<file path="config.mk">
export PLATFORM = sky130hd
export DESIGN_NAME = pipe_sequencer
export DESIGN_NICKNAME = d
export VERILOG_FILES = /design/src/rtl/pipe_sequencer.sv
export SDC_FILE = /design/constraint.sdc
export NUM_CORES = 1
export LEC_CHECK = 0
export ABC_AREA = 1
export BUFFER_PORTS_ARGS = -buffer_cell sky130_fd_sc_hd__buf_2
export CAP_MARGIN = 20
export CORE_AREA = 8 8 62 64
export DETAILED_ROUTE_END_ITERATION = 12
export DIE_AREA = 0 0 70 72
export GPL_TIMING_DRIVEN = 0
export MAX_ROUTING_LAYER = met4
export PLACE_DENSITY = 0.79
export SLEW_MARGIN = 10
export SYNTH_ARGS = -nofsm -noshare
export SYNTH_HDL_FRONTEND = slang
export SYNTH_SLANG_ARGS = --single-unit
export TNS_END_PERCENT = 100
</file>
<file path="constraint.sdc">
create_clock -name clk -period 1.7 [get_ports clk]
set_clock_uncertainty 0.05 [all_clocks]
set_input_delay 0.17 -clock clk [delete_from_list [all_inputs] [get_ports clk]]
set_output_delay 0.17 -clock clk [all_outputs]
set_load 0.005 [all_outputs]
</file>
<file path="src/rtl/pipe_sequencer.sv">
// Pipeline stage-enable / flush sequencer for the F/D/E/M/W pipeline; optional perf counters under PIPE_PERF_CNT_EN.
// Latency: enables, flushes and mc_go are combinational from state and inputs; mc_err and halted come from registers.
// Backpressure: stalls F/D while a load-use hazard is present, holds F/D/E during multi-cycle ops, and freezes all stages on debug halt.
module pipe_sequencer #(
    parameter int MC_TIMEOUT = 64,
    parameter int CNT_W      = 32
) (
    input  logic             clk,
    input  logic             rst,
    input  logic             stall_in,
    input  logic             flush_in,
    input  logic             mc_start,
    input  logic             mc_done,
    input  logic             halt_req,
    output logic             en_f,
    output logic             en_d,
    output logic             en_e,
    output logic             en_m,
    output logic             flush_d,
    output logic             flush_e,
    output logic             bubble_m,
    output logic             mc_go,
    output logic             mc_err,
    output logic             halted,
    output logic [CNT_W-1:0] stall_cycles,
    output logic [CNT_W-1:0] flush_events
);

    typedef enum logic [1:0] {
        S_RUN     = 2'd0,
        S_MC_WAIT = 2'd1,
        S_HALTED  = 2'd2
    } state_t;

    // Last wait-counter value before abort: the MC_TIMEOUT-th wait cycle.
    localparam logic [7:0] TO_LAST = 8'(MC_TIMEOUT - 1);

    state_t     r_state;
    state_t     w_state_nxt;
    logic [7:0] r_to_cnt;
    logic [7:0] w_to_cnt_nxt;
    logic       r_mc_err;
    logic       w_timeout;

    // Next-state and per-stage controls; reset forces everything to flush/bubble.
    always_comb begin
        w_state_nxt  = r_state;
        w_to_cnt_nxt = r_to_cnt;
        w_timeout    = 1'b0;
        en_f         = 1'b1;
        en_d         = 1'b1;
        en_e         = 1'b1;
        en_m         = 1'b1;
        flush_d      = 1'b0;
        flush_e      = 1'b0;
        bubble_m     = 1'b0;
        mc_go        = 1'b0;
        case (r_state)
            S_RUN: begin
                if (flush_in) begin
                    flush_d = 1'b1;
                    flush_e = 1'b1;
                end else if (mc_start) begin
                    mc_go        = 1'b1;
                    en_f         = 1'b0;
                    en_d         = 1'b0;
                    en_e         = 1'b0;
                    bubble_m     = 1'b1;
                    w_to_cnt_nxt = 8'd0;
                    w_state_nxt  = S_MC_WAIT;
                end else if (stall_in) begin
                    en_f    = 1'b0;
                    en_d    = 1'b0;
                    flush_e = 1'b1;
                end else if (halt_req) begin
                    w_state_nxt = S_HALTED;
                end
            end
            S_MC_WAIT: begin
                en_f         = 1'b0;
                en_d         = 1'b0;
                en_e         = 1'b0;
                bubble_m     = 1'b1;
                w_to_cnt_nxt = r_to_cnt + 8'd1;
                if (mc_done) begin
                    // Result leaves E this cycle; the front end advances with it.
                    en_f        = 1'b1;
                    en_d        = 1'b1;
                    en_e        = 1'b1;
                    bubble_m    = 1'b0;
                    w_state_nxt = S_RUN;
                end else if (r_to_cnt == TO_LAST) begin
                    // Abort: drop the stuck op out of E and resume.
                    flush_e     = 1'b1;
                    w_timeout   = 1'b1;
                    w_state_nxt = S_RUN;
                end
            end
            S_HALTED: begin
                en_f = 1'b0;
                en_d = 1'b0;
                en_e = 1'b0;
                en_m = 1'b0;
                if (!halt_req) w_state_nxt = S_RUN;
            end
            default: w_state_nxt = S_RUN;
        endcase
        if (rst) begin
            en_f      = 1'b0;
            en_d      = 1'b0;
            en_e      = 1'b0;
            en_m      = 1'b0;
            flush_d   = 1'b1;
            flush_e   = 1'b1;
            bubble_m  = 1'b1;
            mc_go     = 1'b0;
            w_timeout = 1'b0;
        end
    end

    // State, wait counter and the delayed abort pulse.
    always_ff @(posedge clk) begin
        if (rst) begin
            r_state  <= S_RUN;
            r_to_cnt <= 8'd0;
            r_mc_err <= 1'b0;
        end else begin
            r_state  <= w_state_nxt;
            r_to_cnt <= w_to_cnt_nxt;
            r_mc_err <= w_timeout;
        end
    end

    assign mc_err = r_mc_err;
    assign halted = (r_state == S_HALTED) && !rst;

`ifdef PIPE_PERF_CNT_EN
    logic [CNT_W-1:0] r_stall_cycles;
    logic [CNT_W-1:0] r_flush_events;

    // Saturating perf counters: frozen-fetch cycles and accepted flushes.
    always_ff @(posedge clk) begin
        if (rst) begin
            r_stall_cycles <= '0;
            r_flush_events <= '0;
        end else begin
            if (!en_f && (r_stall_cycles != '1))
                r_stall_cycles <= r_stall_cycles + 1'b1;
            if ((r_state == S_RUN) && flush_in && (r_flush_events != '1))
                r_flush_events <= r_flush_events + 1'b1;
        end
    end

    assign stall_cycles = r_stall_cycles;
    assign flush_events = r_flush_events;
`else
    assign stall_cycles = '0;
    assign flush_events = '0;
`endif

endmodule
</file>
Yosys cells after proc, flatten, opt, wreduce, memory -nomap -nowiden
Cells that the tools add are included.
Storage, ports and cells
  register bits after elaboration: 11
Cells by class
  add/subtract/negate cells: 1
  eq/ne operators: 9
  muxes and demuxes: 40
  bitwise operators: 1
  reductions and logical operators: 7
Operators by type and width (count)
  1-bit 2-to-1 mux: 25
  8-bit 2-to-1 mux: 2
  8-bit case mux with 2 select lines: 1
  2-bit 2-to-1 mux: 7
  3-bit != test, second input constant: 3
  8-bit by 1-bit adder with 8-bit output, second input constant: 1
  8-bit by 6-bit equality test with 1-bit output, second input constant: 1
  2-bit != test, second input constant: 3
  1-bit case mux with 3 select lines: 2
  2-bit case mux with 3 select lines: 1
  5-bit AND reduction: 1
  1-bit case mux with 2 select lines: 2
  3-bit AND reduction: 1
  2-bit by 1-bit equality test with 1-bit output, second input constant: 1
  2-bit equality test, second input constant: 1
  2-bit logical NOT: 1
  2-bit nonzero test: 1
  2-bit OR reduction: 1
  1-bit logical AND: 1
  1-bit logical NOT: 1
  1-bit inverter: 1

Longest topological paths before layout
  word-level depth: 5
  gate-level depth with buffers: 8

Least setup slack after synthesis
OpenSTA, ideal clock, no wires.
  path kind: reg-to-output
  start point: register r_state[1]
  end point: output port en_f
  arrival: 1.122 ns
  required time: 1.480 ns
  path slack: 0.358 ns
  stages on the path, launching flop included: 8
  buffers on the path: 1
  cells stage by stage: dfxtp_1 inv_2 nand2_2 nor2_1 a21oi_1 o21ai_1 nor2_1 buf_4
On the way
  word-level cells in the longest chain between the ends: 3
RTL lines
  start: declaration: RTL line 38  | state_t r_state;
  start signal: assignment: RTL line 128  | r_state <= w_state_nxt;
  2-bit equality test (tied with other cells)
  1-bit case mux with 3 select lines (*)
  1-bit 2-to-1 mux (*)
  end: declaration: RTL line 15  | output logic en_f,
Every way passes the cells marked *; elsewhere a longest branch is shown, timed or not.

Worst setup path after layout
  start point: register r_to_cnt[0]
  end point: output port flush_e
On the way
  word-level cells in the longest chain between the ends: 5
RTL lines
  start: declaration: RTL line 40  | logic [7:0] r_to_cnt;
  start signal: assignment: RTL line 129  | r_to_cnt <= w_to_cnt_nxt;
  8-bit by 6-bit equality test with 1-bit output: RTL line 92  | end else if (r_to_cnt == TO_LAST) begin
  1-bit 2-to-1 mux: RTL line 92
  1-bit 2-to-1 mux: RTL line 85  | if (mc_done) begin
  1-bit case mux with 2 select lines: RTL line 58  | case (r_state)
  1-bit 2-to-1 mux: RTL line 108  | if (rst) begin
  end: declaration: RTL line 20  | output logic flush_e,
Every way passes these cells.

==> summary.md <==
| Metric | Value |
|---|---|
| GPL Wtd Cong | `0.7749` |
| Root buffer selected by CTS | `clkbuf_4` |
| Yosys top cell by area | `buf_4` |
| Slowest stage delay, CP | `between 0.3 and 0.4 ns` |
| Vias per cell | `between 3 and 4` |
| Synth unique cells | `21` |
| DP Worst Slack | `roughly 0.17 ns` |
| DPL Wire Length | `2198 um` |
| Fin worst setup slack | `0.09095 ns` |
| Reg2Reg Depth | `6` |
| Post-Place Cell Area | `1504 um^2` |
| Post-synth top cells | `buf_4 (65), nand2_1 (23), nor2_1 (17), inv_1 (14)` |
| Final hold vios | `0` |
| Grt ovf | `0` |
| Cell Rows | `20` |
| Kind of critical path | `register to primary output` |
| Reg power frac | `0.368` |
| Clock-pin slew reported for the worst setup and hold paths after clock tree synthesis | `0.07 ns` |
| Clock sinks | `11` |
| Arr. time, crit path | `1.39 ns` |
| Max clock buf depth | `2` |
| Tcrit/Tclk final | `0.9465` |
| CTS H-tree lvls | `1` |
| Die width | `70 um` |
| Min-Delay Path Class | `input port to register` |
| Critical path's top delay family | `simple AND/OR/NAND/NOR gates` |
| First-pass GRT wire length | `4257 um` |
| Via count | `1055` |
| Buffers on Ports | `16` |
| Fin nets | `264` |
| Largest net degree at the start of global routing | `11` |
| IO Pins | `81` |
| Worst-Skew Late Latency | `0.28 ns` |
| Async SR Flop Fraction | `0` |
| Worst path cell trace | `ha_1, nand2_1, nor2_4, nand3_1, nand4_1, buf_2` |
| Die Height | `slightly above 70 um` |
| Cts hold-fix bufs | `0` |
| Initial antenna violation count | `0` |
| #FFs+latches synth | `11` |
| N_diodes | `0` |
| Combinational fraction of design power | `0.383` |
| Clock power frac | `0.249` |
| Post-synth EDFFs | `0` |
| Tot GR Track Use | `0.1037` |
| Most frequent cell after synthesis | `buf_4` |
| Lkg Pwr | `0.9631 nW` |
| Yosys top cell area share | `0.4258` |
| Hold depth | `4` |
| Final Cell Area | `1603 um^2` |
| Bufs and invs on worst path | `1` |
| Setup-failing EPs final | `0` |
| Post-Syn Area | `1146 um^2` |
| Pre-antenna DRT Iters | `4` |
| Sw Share | `0.3261` |
| Peak Freq | `621.5 MHz` |
| Fin Hold WS | `0.1379 ns` |
| Crit path time final | `roughly 1.6 ns` |
| Starting Density | `0.3948` |
| Die ar. | `5040 um^2` |
| Crit Path Max Fanout | `6` |
| Initial DRC count | `18` |
| Power per Cell Area | `467.4 nW/um^2` |
| Post-synthesis sequential area ratio | `0.1921` |
| Filler cells | `around 290` |
| RSZ-0062 raised after global routing | `yes` |
| Main synth FF type | `dfxtp_1` |
| Number of nets with antenna violations after routing | `0` |
| Share of layout cells above drive strength 1 | `0.4039` |
| # Max-Cap Violations | `0` |
| Post-Syn Instances | `170` |
| Synthesized area per cell | `6.742 um^2` |
| CTS buffer count | `3` |
| Core Region | `2903 um^2` |
| Syn. warnings | `0` |
| Max-slew violation count | `0` |
| Switch Pwr | `0.0002443 W` |
| DRC | `0` |
| Crit path depth | `6` |
| Vias in the first global route | `970` |
| Slowest-stage cell, CP | `dfxtp_2` |
| CTS tree | `done` |
| Internal Pwr Total | `0.0005049 W` |
| Critical Path RT | `1.48 ns` |
| Layout area overhead | `39.85%` |
| Status | `completed` |
| Synth top area cells | `buf_4 (43%), dfxtp_1 (19%), nand2_1 (7.5%)` |
| Kind of start point of the critical path | `register` |
| WL/cell | `8.847 um` |
| CP endpoint kind | `primary output` |
| Total Routed Length | `2548 um` |
| Max IR drop VDD | `0.3166 mV` |
| Setup TNS | `0 ns` |
## final timing paths
kind | endpoint | startpoint | slack [ns]
worst min-delay path | r_to_cnt[7] | rst | 0.14
worst max register to register | r_to_cnt[6] | r_to_cnt[0] | 0.40
worst max-delay path | flush_e | r_to_cnt[0] | 0.09
worst min register to register | r_to_cnt[0] | r_to_cnt[0] | 0.43
## stage by stage
step	util	power, W	cells
after floorplan	-	0.0004929	233
after global placement	0.5181	0.0005348	282
after detailed placement	0.5181	0.0005365	282
after CTS	0.5371	0.0007305	286
after global routing	0.5522	0.0008081	288
final	0.5522	0.0007492	288
## power by group through the flow
stage               registers [W]  clock network, W  logic [W]
CTS                      0.000274          0.000191   0.000265
floorplan                0.000277                 0   0.000216
global placement         0.000278                 0   0.000257
detailed placement       0.000278                 0   0.000258
global route             0.000277          0.000208   0.000323
finish                   0.000276          0.000186   0.000287
## state kept, by name (all words and copies together) (netlist names)
register and flops:
r_state 2, mc_err 1, r_to_cnt 8
## layout make-up
type	count	area, um^2	area share
Buffer	65	484.2	0.3021
Clock buffer	4	26.28	0.01639
Inverter	15	58.81	0.03669
Multi-Input combinational cell	141	656.9	0.4098
Sequential cell	11	226.5	0.1413
Tap cell	33	41.29	0.02576
Timing Repair Buffer	19	108.9	0.06792
## tightest hold or removal path, cell delays in order
cell and delay, ns:
buf_2 0.11, nor2_4 0.05, nand2_1 0.06, nor2_1 0.03
## layer usage
layer | GRT usage | vias up | part of all wire | wire length [um]
met1 | 0.1073 | 424 | 0.42 | 1063
met2 | 0.1675 | 55 | 0.47 | 1193
met4 | 0.06696 | 0 | 0.027 | 70
met5 | - | - | 0 | 0
li1 | - | 571 | - | -
met3 | 0.03411 | 5 | 0.086 | 220
## placed cells by master (no fill, tap or decap)
cell,synthesis,final
dfxtp_1,11,8
buf_6,0,1
or2_2,1,1
inv_4,0,1
conb_1,1,64
buf_2,0,15
nand2_2,2,1
inv_1,14,14
buf_4,65,67
dfxtp_2,0,2
nor3_1,4,4
nor2_4,0,4
o21ai_0,2,2
o21ai_2,0,1
clkbuf_4,0,3
a21oi_1,11,10
dfxtp_4,0,1
nand2_4,1,2
nand3_4,1,1
clkbuf_1,1,2
a21oi_2,0,1
nand4_1,2,2
nor2_2,1,1
nand3_1,9,9
nor2_1,17,13
nand3_2,1,1
nand2_1,23,23
ha_1,1,1
## repair_timing
item | in CTS | in global routing
setup endpoints to repair | 4 | 3
resized for setup | 9 | 8
buffers inserted | 0 | 3
gates cloned | 0 | 0
pin swaps | 0 | 3
## cell families after synthesis
logic type               Yosys count  share of synthesized area
flip-flops                        11                     0.1921
AO/OA/AOI/OAI                     14                    0.06113
other                              1                   0.003272
buffers and inverters             81                     0.4782
adder cells (fa/ha/maj)            1                    0.01092
AND/OR/NAND/NOR                   62                     0.2544
No activity file was read; power rests on OpenSTA's default activity.
